==> config.mk <==
export PLATFORM = sky130hd
export DESIGN_NAME = johnson_updown_counter
export DESIGN_NICKNAME = d
export VERILOG_FILES = /design/src/rtl/johnson_updown_counter.sv
export SDC_FILE = /design/constraint.sdc
export NUM_CORES = 1
export LEC_CHECK = 0
export ABC_CLOCK_PERIOD_IN_PS = 8400
export CAP_MARGIN = 40
export CORE_ASPECT_RATIO = 0.9
export CORE_MARGIN = 5
export CORE_UTILIZATION = 60
export CTS_CLUSTER_DIAMETER = 80
export DETAILED_ROUTE_END_ITERATION = 7
export GPL_ROUTABILITY_DRIVEN = 0
export HOLD_SLACK_MARGIN = 0.15
export MAX_ROUTING_LAYER = met4
export PLACE_DENSITY_LB_ADDON = 0.25
export SYNTH_ARGS = -nofsm -noshare
export SYNTH_HDL_FRONTEND = slang
export SYNTH_SLANG_ARGS = --single-unit
==> constraint.sdc <==
create_clock -name clock -period 8.4 [get_ports clock]
set_input_delay 2.52 -clock clock [delete_from_list [all_inputs] [get_ports clock]]
set_output_delay 2.52 -clock clock [all_outputs]
set_load 0.005 [all_outputs]
==> src/rtl/johnson_updown_counter.sv <==
// Up/down Johnson counter with a registered binary index, load and self-check.
// Ports: clock, reset_n (async low), en, up, load, load_val[BW] -> q[N], br[BW], tc, err.
module johnson_updown_counter #(
  parameter  int N  = 6,
  localparam int BW = $clog2(2*N)
) (
  input  logic          clock,
  input  logic          reset_n,
  input  logic          en,
  input  logic          up,
  input  logic          load,
  input  logic [BW-1:0] load_val,
  output logic [N-1:0]  q,
  output logic [BW-1:0] br,
  output logic          tc,
  output logic          err
);

  localparam logic [BW-1:0] LAST = BW'(2*N-1);

  // Johnson pattern for index k: ones fill from bit 0 up
  // to k=N, then drain from bit 0 upward.
  function automatic logic [N-1:0] code(
    input logic [BW-1:0] k
  );
    logic [N-1:0] c;
    c = '0;
    for (int i = 0; i < N; i++) begin
      if (int'(k) <= N)
        c[i] = (i < int'(k));
      else
        c[i] = (i >= int'(k) - N);
    end
    return c;
  endfunction

  logic [N-1:0]  q_r, q_nx;
  logic [BW-1:0] br_r, br_nx;
  logic          err_r, err_nx;

  logic bad_idx, fault, lv_ok;
  logic sel_ld, sel_bad, sel_up, sel_dn;

  // q must match the pattern implied by br; an index
  // outside 0..2N-1 or any non-Johnson q fails this too.
  assign bad_idx = int'(br_r) > 2*N-1;
  assign fault   = bad_idx | (q_r != code(br_r));
  assign lv_ok   = int'(load_val) < 2*N;

  assign sel_ld  = ~fault & load & lv_ok;
  assign sel_bad = ~fault & load & ~lv_ok;
  assign sel_up  = ~fault & ~load & en & up;
  assign sel_dn  = ~fault & ~load & en & ~up;

  always_ff @(posedge clock or negedge reset_n) begin
    if (!reset_n) begin
      q_r   <= '0;
      br_r  <= '0;
      err_r <= 1'b0;
    end else begin
      q_r   <= q_nx;
      br_r  <= br_nx;
      err_r <= err_nx;
    end
  end

  always_comb begin
    q_nx   = q_r;
    br_nx  = br_r;
    err_nx = err_r;
    unique case (1'b1)
      fault: begin
        q_nx   = '0;
        br_nx  = '0;
        err_nx = 1'b1;
      end
      sel_ld: begin
        q_nx   = code(load_val);
        br_nx  = load_val;
        err_nx = 1'b0;
      end
      sel_bad: begin
        err_nx = 1'b1;
      end
      sel_up: begin
        q_nx  = {q_r[N-2:0], ~q_r[N-1]};
        br_nx = (br_r == LAST) ? '0 : br_r + 1'b1;
      end
      sel_dn: begin
        q_nx  = {~q_r[0], q_r[N-1:1]};
        br_nx = (br_r == '0) ? LAST : br_r - 1'b1;
      end
      default: begin
        q_nx   = q_r;
        br_nx  = br_r;
        err_nx = err_r;
      end
    endcase
  end

  assign q   = q_r;
  assign br  = br_r;
  assign err = err_r;

  assign tc = en & ~load &
              ((up & (br_r == LAST)) |
               (~up & (br_r == '0)));

endmodule

==> results.sh, run 1 <==
export IMPL_status="finished, final reports clean"
export IMPL_cts_max_path_buffers=2
export IMPL_core_um2=2510
export IMPL_hold_class="flop to flop"
export IMPL_syn_to_final_growth_pct=12.9
export IMPL_fin_nets=250
export IMPL_start_util_pct=64.0
export IMPL_wl_per_cell_um=17.1
export IMPL_dpl_hpwl_mm=3.28
export IMPL_yosys_area_share_simple_pct=22.9
export IMPL_rr_worst_depth=9
export IMPL_dp_slack_ns=1.46
export IMPL_antenna_found_initial=0
export IMPL_num_vias=1715
export IMPL_die_w_um=64.5
export IMPL_clock_skew_ns=0.00253
export IMPL_grt_max_degree=18
export IMPL_grt_pass1_wl_mm=7.11
export IMPL_crit_chain="clkdlybuf4s50_1 > nand2_1 > inv_1 > a22oi_1 > nor3_1 > clkdlybuf4s50_1"
export IMPL_async_flop_share_pct=100
export IMPL_port_buffer_count=20
export IMPL_muxShareOfSynthArea_pct=3.74
export IMPL_p_leak_nw=0.772
export IMPL_layout_drive_gt1_share_pct=7.66
export IMPL_min_period_ns=6.95
export IMPL_holdPathStages=3
export IMPL_wl_mm=4.29
export IMPL_cts_num_sinks=11
export IMPL_synth_compound_area_share_pct=30.6
export IMPL_grt_util_all_layers_pct=23.9
export IMPL_antennaDiodeCount=0
export IMPL_synth_warnings=0
export IMPL_netlist_instances=209
export IMPL_cts_htree_levels=1
export IMPL_postCtsHoldBufs=0
export IMPL_ios=21
export IMPL_netlist_area_um2=1610
export IMPL_whs_ns=0.623
export IMPL_fin_ws_ns=1.45
export IMPL_clkLatencyLatePin_ns=0.26
export IMPL_fmax_mhz=144
export IMPL_path_clk_slew_ns=0.07
export IMPL_ys_seq_elements=11
export IMPL_slew_headroom_pct=56.6
export IMPL_crit_path_max_incr_delay_ns=0.82
export IMPL_cts_tree="built"
export IMPL_synth_adder_area_share_pct=14.0
export IMPL_worstSetupStartpointType="primary input"
export IMPL_ys_flop_type="dfrtp_1"
export IMPL_final_setup_viol_count=0
export IMPL_cp_required_ns=5.88
export IMPL_fillers=199
export IMPL_crit_slowest_cell="clkdlybuf4s50_1"
export IMPL_worst_slew_pin_slew_ns=0.645
export IMPL_rsz0062_at_grt="false"
export IMPL_grt_pass1_vias=1500
export IMPL_synth_top_family_by_area="compound AO/OA/AOI/OAI gates"
export IMPL_cts_root_buf="clkbuf_4"
export IMPL_end_kind="output port"
export IMPL_yosys_area_share_xor_xnor_pct=4.29
export IMPL_period_share_pct=82.8
export IMPL_rows=17
export IMPL_yosysTopAreaCell="dfrtp_1"
export IMPL_route_antenna_remaining_nets=0
export IMPL_yosysSeqAreaShare_pct=17.1
export IMPL_powerDensity_nw_per_um2=166
export IMPL_cts_setup_buffers=0
export IMPL_synth_edf_count=0
export IMPL_via_per_inst=6.86
export IMPL_crit_top_cell="clkdlybuf4s50_1"
export IMPL_avgSynthCellArea_um2=7.68
export IMPL_drtPass1Iterations=6
export IMPL_synth_fp_nets=236
export IMPL_tns_ns=0
export IMPL_die_h_um=59.1
export IMPL_cts_buffers=3
export IMPL_cp_arrival_ns=4.43
export IMPL_irDropWorstVdd_uv=161
export IMPL_cp_max_fo=15
export IMPL_drt_iter0_drc=161
export IMPL_drc=0
export IMPL_gr_total_overflow=0
export IMPL_die_area_um2=3810
export IMPL_synth_area_leaders="dfrtp_1 (17%), ha_1 (14%), nor3_1 (4.7%)"
export IMPL_cap_violations=0
export IMPL_cts_resized=0
export IMPL_yosysTopAreaCellShare_pct=17.1
export IMPL_synth_cell_types=56
export IMPL_hold_viol_final=0
export IMPL_drv_slew=0
export IMPL_critical_path_class="primary input to output port"
[stage by stage]
step | area, um^2 | utilization (%) | power, mW | std cells
after floorplan | 1610 | - | 0.226 | 209
after global placement | 1780 | 71.1 | 0.257 | 246
after detailed placement | 1780 | 71.1 | 0.264 | 246
after CTS | 1810 | 72.2 | 0.300 | 250
after global routing | 1810 | 72.2 | 0.323 | 250
final | 1810 | 72.2 | 0.301 | 250
[placed cells by master, fill, tap and decap left out, types with 3 or more instances in the layout]
master,netlist,layout
clkdlybuf4s50_1,0,20
nand2_1,19,19
ha_1,18,18
inv_1,16,16
nor3_1,15,15
nor2_1,15,15
a21oi_1,12,12
o21ai_0,12,12
dfrtp_1,11,11
mux2i_1,6,6
o211ai_1,5,5
nor2b_1,5,5
a221oi_1,4,4
a22oi_1,3,3
xnor2_1,3,3
o31ai_1,3,3
xor2_1,3,3
nand3_1,3,3
a311oi_1,3,3
clkbuf_4,0,3
[layout make-up]
cell class	count	area [um^2]	area share, %
multi-input combinational	171	1210	67.0
sequential	11	275	15.2
timing repair buffer	20	200	11.0
inverter	16	60.1	3.31
tap	28	35.0	1.93
clock buffer	3	22.5	1.24
clock inverter	1	5.00	0.276
[path summary, 6_finish.rpt]
path,from,to,slack [ns]
min in group asynchronous,reset_n,br[3],2.57
setup reg to reg,br[2],err,4.75
max in group asynchronous,reset_n,br[1],5.51
hold / removal,err,err,0.62
setup / recovery,up,tc,1.45
hold reg to reg,err,err,0.62
[registers in the layout, indices dropped and copies added (netlist names)]
name  flops
err       1
q         6
br        4
[routing by layer]
| layer | share of wire (%) | vias to the layer above | GRT usage (%) |
|---|---|---|---|
| met2 | 45 | 106 | 36.3 |
| met3 | 11 | 12 | 2.85 |
| met5 | 0 | - | - |
| met1 | 43 | 803 | 33.0 |
| li1 | - | 794 | - |
| met4 | 2.0 | 0 | 8.13 |
[cells in the mapped netlist (all sizes together) (2+ instances only)]
cell / n
a211o: 3
a211oi: 3
a21oi: 13
a221o: 2
a221oi: 4
a22oi: 3
a311oi: 3
and3: 2
buf: 2
clkbuf: 8
dfrtp: 11
ha: 18
inv: 16
mux2i: 6
nand2: 19
nand2b: 2
nand3: 3
nor2: 15
nor2b: 5
nor3: 15
o211ai: 5
o21a: 2
o21ai: 13
o2bb2ai: 2
o31ai: 3
o41ai: 2
or2: 2
xnor2: 4
xor2: 3
[where the power goes]
group          switching [mW]  internal, mW  total [mW]
Clock                  0.0164        0.0176      0.0341
Combinational           0.106        0.0799       0.186
Sequential             0.0186        0.0626      0.0813
[cell families (layout without fill, tap and decap cells)]
group | count (synthesis) | after routing
AO/OA/AOI/OAI | 67 | 67
XOR/XNOR | 7 | 7
adder cells (fa/ha/maj) | 18 | 18
buffers and inverters | 27 | 40
flip-flops | 11 | 11
multiplexers | 6 | 6
AND/OR/NAND/NOR | 73 | 73
[worst max-delay path: cells and delay by family]
| kind | cells | cell delay, ns |
|---|---|---|
| buffers and inverters | 3 | 1.45 |
| AO/OA/AOI/OAI | 1 | 0.08 |
| AND/OR/NAND/NOR | 2 | 0.38 |
(Power assumes the default switching activity.)
==> run 2: changes to the inputs <==
--- a/config.mk
+++ b/config.mk
@@ -5,11 +5,11 @@
 export SDC_FILE = /design/constraint.sdc
 export NUM_CORES = 1
 export LEC_CHECK = 0
-export ABC_CLOCK_PERIOD_IN_PS = 8400
+export ABC_CLOCK_PERIOD_IN_PS = 7100
 export CAP_MARGIN = 40
 export CORE_ASPECT_RATIO = 0.9
 export CORE_MARGIN = 5
-export CORE_UTILIZATION = 60
+export CORE_UTILIZATION = 56
 export CTS_CLUSTER_DIAMETER = 80
 export DETAILED_ROUTE_END_ITERATION = 7
 export GPL_ROUTABILITY_DRIVEN = 0
==> constraint.sdc (replaced) <==
create_clock -name clock -period 7.1 [get_ports clock]
set_input_delay 2.13 -clock clock [delete_from_list [all_inputs] [get_ports clock]]
set_output_delay 2.13 -clock clock [all_outputs]
set_load 0.005 [all_outputs]
==> run 2 against run 1 <==
  * Clock power grew 22%
  * Register-to-register slack worse by 1.3 ns
  * Largest cell class unchanged
  * Via count decreased by 2.6%
  * Final cell count grew 4.8%
  * Routed wire length grew 4.7%
  * Power increased by 19%
  * Setup slack worse by 0.52 ns
  * Global-route usage increased by 0.27 points
==> results.sh, run 2 (synthesis results as in run 1) <==
export IMPL_period_share_pct=87.0
export IMPL_fmax_mhz=162
export IMPL_final_common_cell="clkdlybuf4s50_1"
export IMPL_hold_viol_final=0
export IMPL_fin_ws_ns=0.923
export IMPL_holdPathStages=3
export IMPL_tns_ns=0
export IMPL_irDropWorstVdd_uv=258
export IMPL_power_frac_comb_pct=61.3
export IMPL_core_um2=2750
export IMPL_mostFrequentLayoutCells="clkdlybuf4s50_1 (20), nand2_1 (19), ha_1 (18)"
export IMPL_antennaDiodeCount=0
export IMPL_via_per_inst=6.38
export IMPL_dp_slack_ns=0.922
export IMPL_slew_headroom_pct=58.2
export IMPL_rsz0062_at_grt="false"
export IMPL_cts_num_sinks=11
export IMPL_ff_latch_area_um2=275
export IMPL_holdPathEnd="err"
export IMPL_wl_per_cell_um=17.1
export IMPL_fin_util_pct=66.4
export IMPL_rows=18
export IMPL_die_area_um2=4040
export IMPL_cts_setup_buffers=0
export IMPL_rr_worst_depth=9
export IMPL_fin_area_um2=1830
export IMPL_met1_usage_pct=34.3
export IMPL_drtPass1Iterations=5
export IMPL_path_clk_slew_ns=0.06
export IMPL_cp_required_ns=4.97
export IMPL_die_h_um=60.8
export IMPL_reg2reg_from="br[2]"
export IMPL_drt_iter0_drc=189
export IMPL_drv_slew=0
export IMPL_postCtsHoldBufs=0
export IMPL_grt_util_all_layers_pct=24.2
export IMPL_drc=0
export IMPL_largest_reg_flops=6
export IMPL_status="finished, final reports clean"
export IMPL_worstSetupStartpointType="primary input"
export IMPL_min_period_ns=6.18
export IMPL_gr_total_overflow=0
export IMPL_final_setup_viol_count=0
export IMPL_r2r_end="err"
export IMPL_die_w_um=66.4
export IMPL_layout_drive_gt1_share_pct=7.21
export IMPL_cp_max_fo=15
export IMPL_hold_class="flop to flop"
export IMPL_route_antenna_remaining_nets=0
export IMPL_port_buffer_count=20
export IMPL_antenna_found_initial=0
export IMPL_switching_share_pct=46.7
export IMPL_ios=21
export IMPL_start_util_pct=58.4
export IMPL_fin_nets=250
export IMPL_post_dp_cell_area_um2=1800
export IMPL_cts_tree="built"
export IMPL_clock_skew_ns=0.00506
export IMPL_power_frac_clock_pct=11.6
export IMPL_crit_path_start="up"
export IMPL_min_from="err"
export IMPL_cts_max_path_buffers=2
export IMPL_grt_pass1_vias=1549
export IMPL_cts_root_buf="clkbuf_4"
export IMPL_cp_arrival_ns=4.05
export IMPL_dpl_hpwl_mm=3.32
export IMPL_cts_resized=0
export IMPL_rrSetupSlack_ns=3.44
export IMPL_cts_buffers=3
export IMPL_cts_htree_levels=1
export IMPL_syn_to_final_growth_pct=13.7
export IMPL_powerDensity_nw_per_um2=196
export IMPL_netSwitchingPower_uw=167
export IMPL_internal_power_uw=190
export IMPL_cap_violations=0
export IMPL_grt_pass1_wl_mm=7.36
export IMPL_end_kind="output port"
export IMPL_wl_mm=4.49
export IMPL_pwr_share_seq_pct=27.1
export IMPL_fillers=255
export IMPL_clkLatencyLatePin_ns=0.27
export IMPL_met3_usage_pct=2.41
export IMPL_worst_slew_pin_slew_ns=0.622
export IMPL_p_leak_nw=0.769
export IMPL_num_vias=1671
export IMPL_busiest_layer="met2"
export IMPL_critical_path_class="primary input to output port"
export IMPL_grt_max_degree=18
export IMPL_met2_usage_pct=35.9
export IMPL_multi_input_area_um2=1210
[run 2: cell count changes in the layout (fill, tap and decap cells not counted)]
cell      before  now
clkbuf_1       0    1
clkinv_2       1    0
[run 2: through the flow]
stage	total power, mW	hold WS [ns]	cells
floorplan	0.267	0.556	209
global placement	0.306	0.610	258
detailed placement	0.312	0.600	258
CTS	0.357	0.635	262
global route	0.383	0.675	262
finish	0.357	0.629	262
[run 2: power groups by stage]
stage / clock network, mW / logic [mW] / registers (mW)
global route: 0.0458 / 0.239 / 0.0979
floorplan: 0 / 0.180 / 0.0873
CTS: 0.0429 / 0.218 / 0.0956
detailed placement: 0 / 0.215 / 0.0967
global placement: 0 / 0.210 / 0.0959
finish: 0.0415 / 0.219 / 0.0968
[run 2: cell type report]
class / count / share of cell area, %
timing repair buffer: 20 / 11.0
multi-input combinational: 171 / 66.5
inverter: 16 / 3.29
tap: 40 / 2.74
clock buffer: 4 / 1.44
sequential: 11 / 15.1
[run 2: worst max-delay path, stage by stage]
cell	delay, ns
clkdlybuf4s50_1	0.83
nand2_1	0.18
inv_1	0.11
a22oi_1	0.08
nor3_1	0.19
clkdlybuf4s50_1	0.53
[run 2: how the worst max path moves through the flow]
stage               to  cells after the start
finish              tc                      6
global route        tc                      6
CTS                 tc                      6
detailed placement  tc                      6
global placement    tc                      6
floorplan           tc                      4
[run 2: layer usage]
layer  share of wire, %  routed length, um
met5                  0                  0
met4                1.5                 67
met3                8.2                370
met1                 47               2100
met2                 43               1950
==> run 3: changes to the inputs <==
--- a/config.mk
+++ b/config.mk
@@ -16,6 +16,8 @@
 export HOLD_SLACK_MARGIN = 0.15
 export MAX_ROUTING_LAYER = met4
 export PLACE_DENSITY_LB_ADDON = 0.25
+export SKIP_LAST_GASP = 1
 export SYNTH_ARGS = -nofsm -noshare
 export SYNTH_HDL_FRONTEND = slang
 export SYNTH_SLANG_ARGS = --single-unit
+export TNS_END_PERCENT = 100
==> results of run 3 <==
Same layout as run 2: the final DEF is identical, and so are final timing and power.
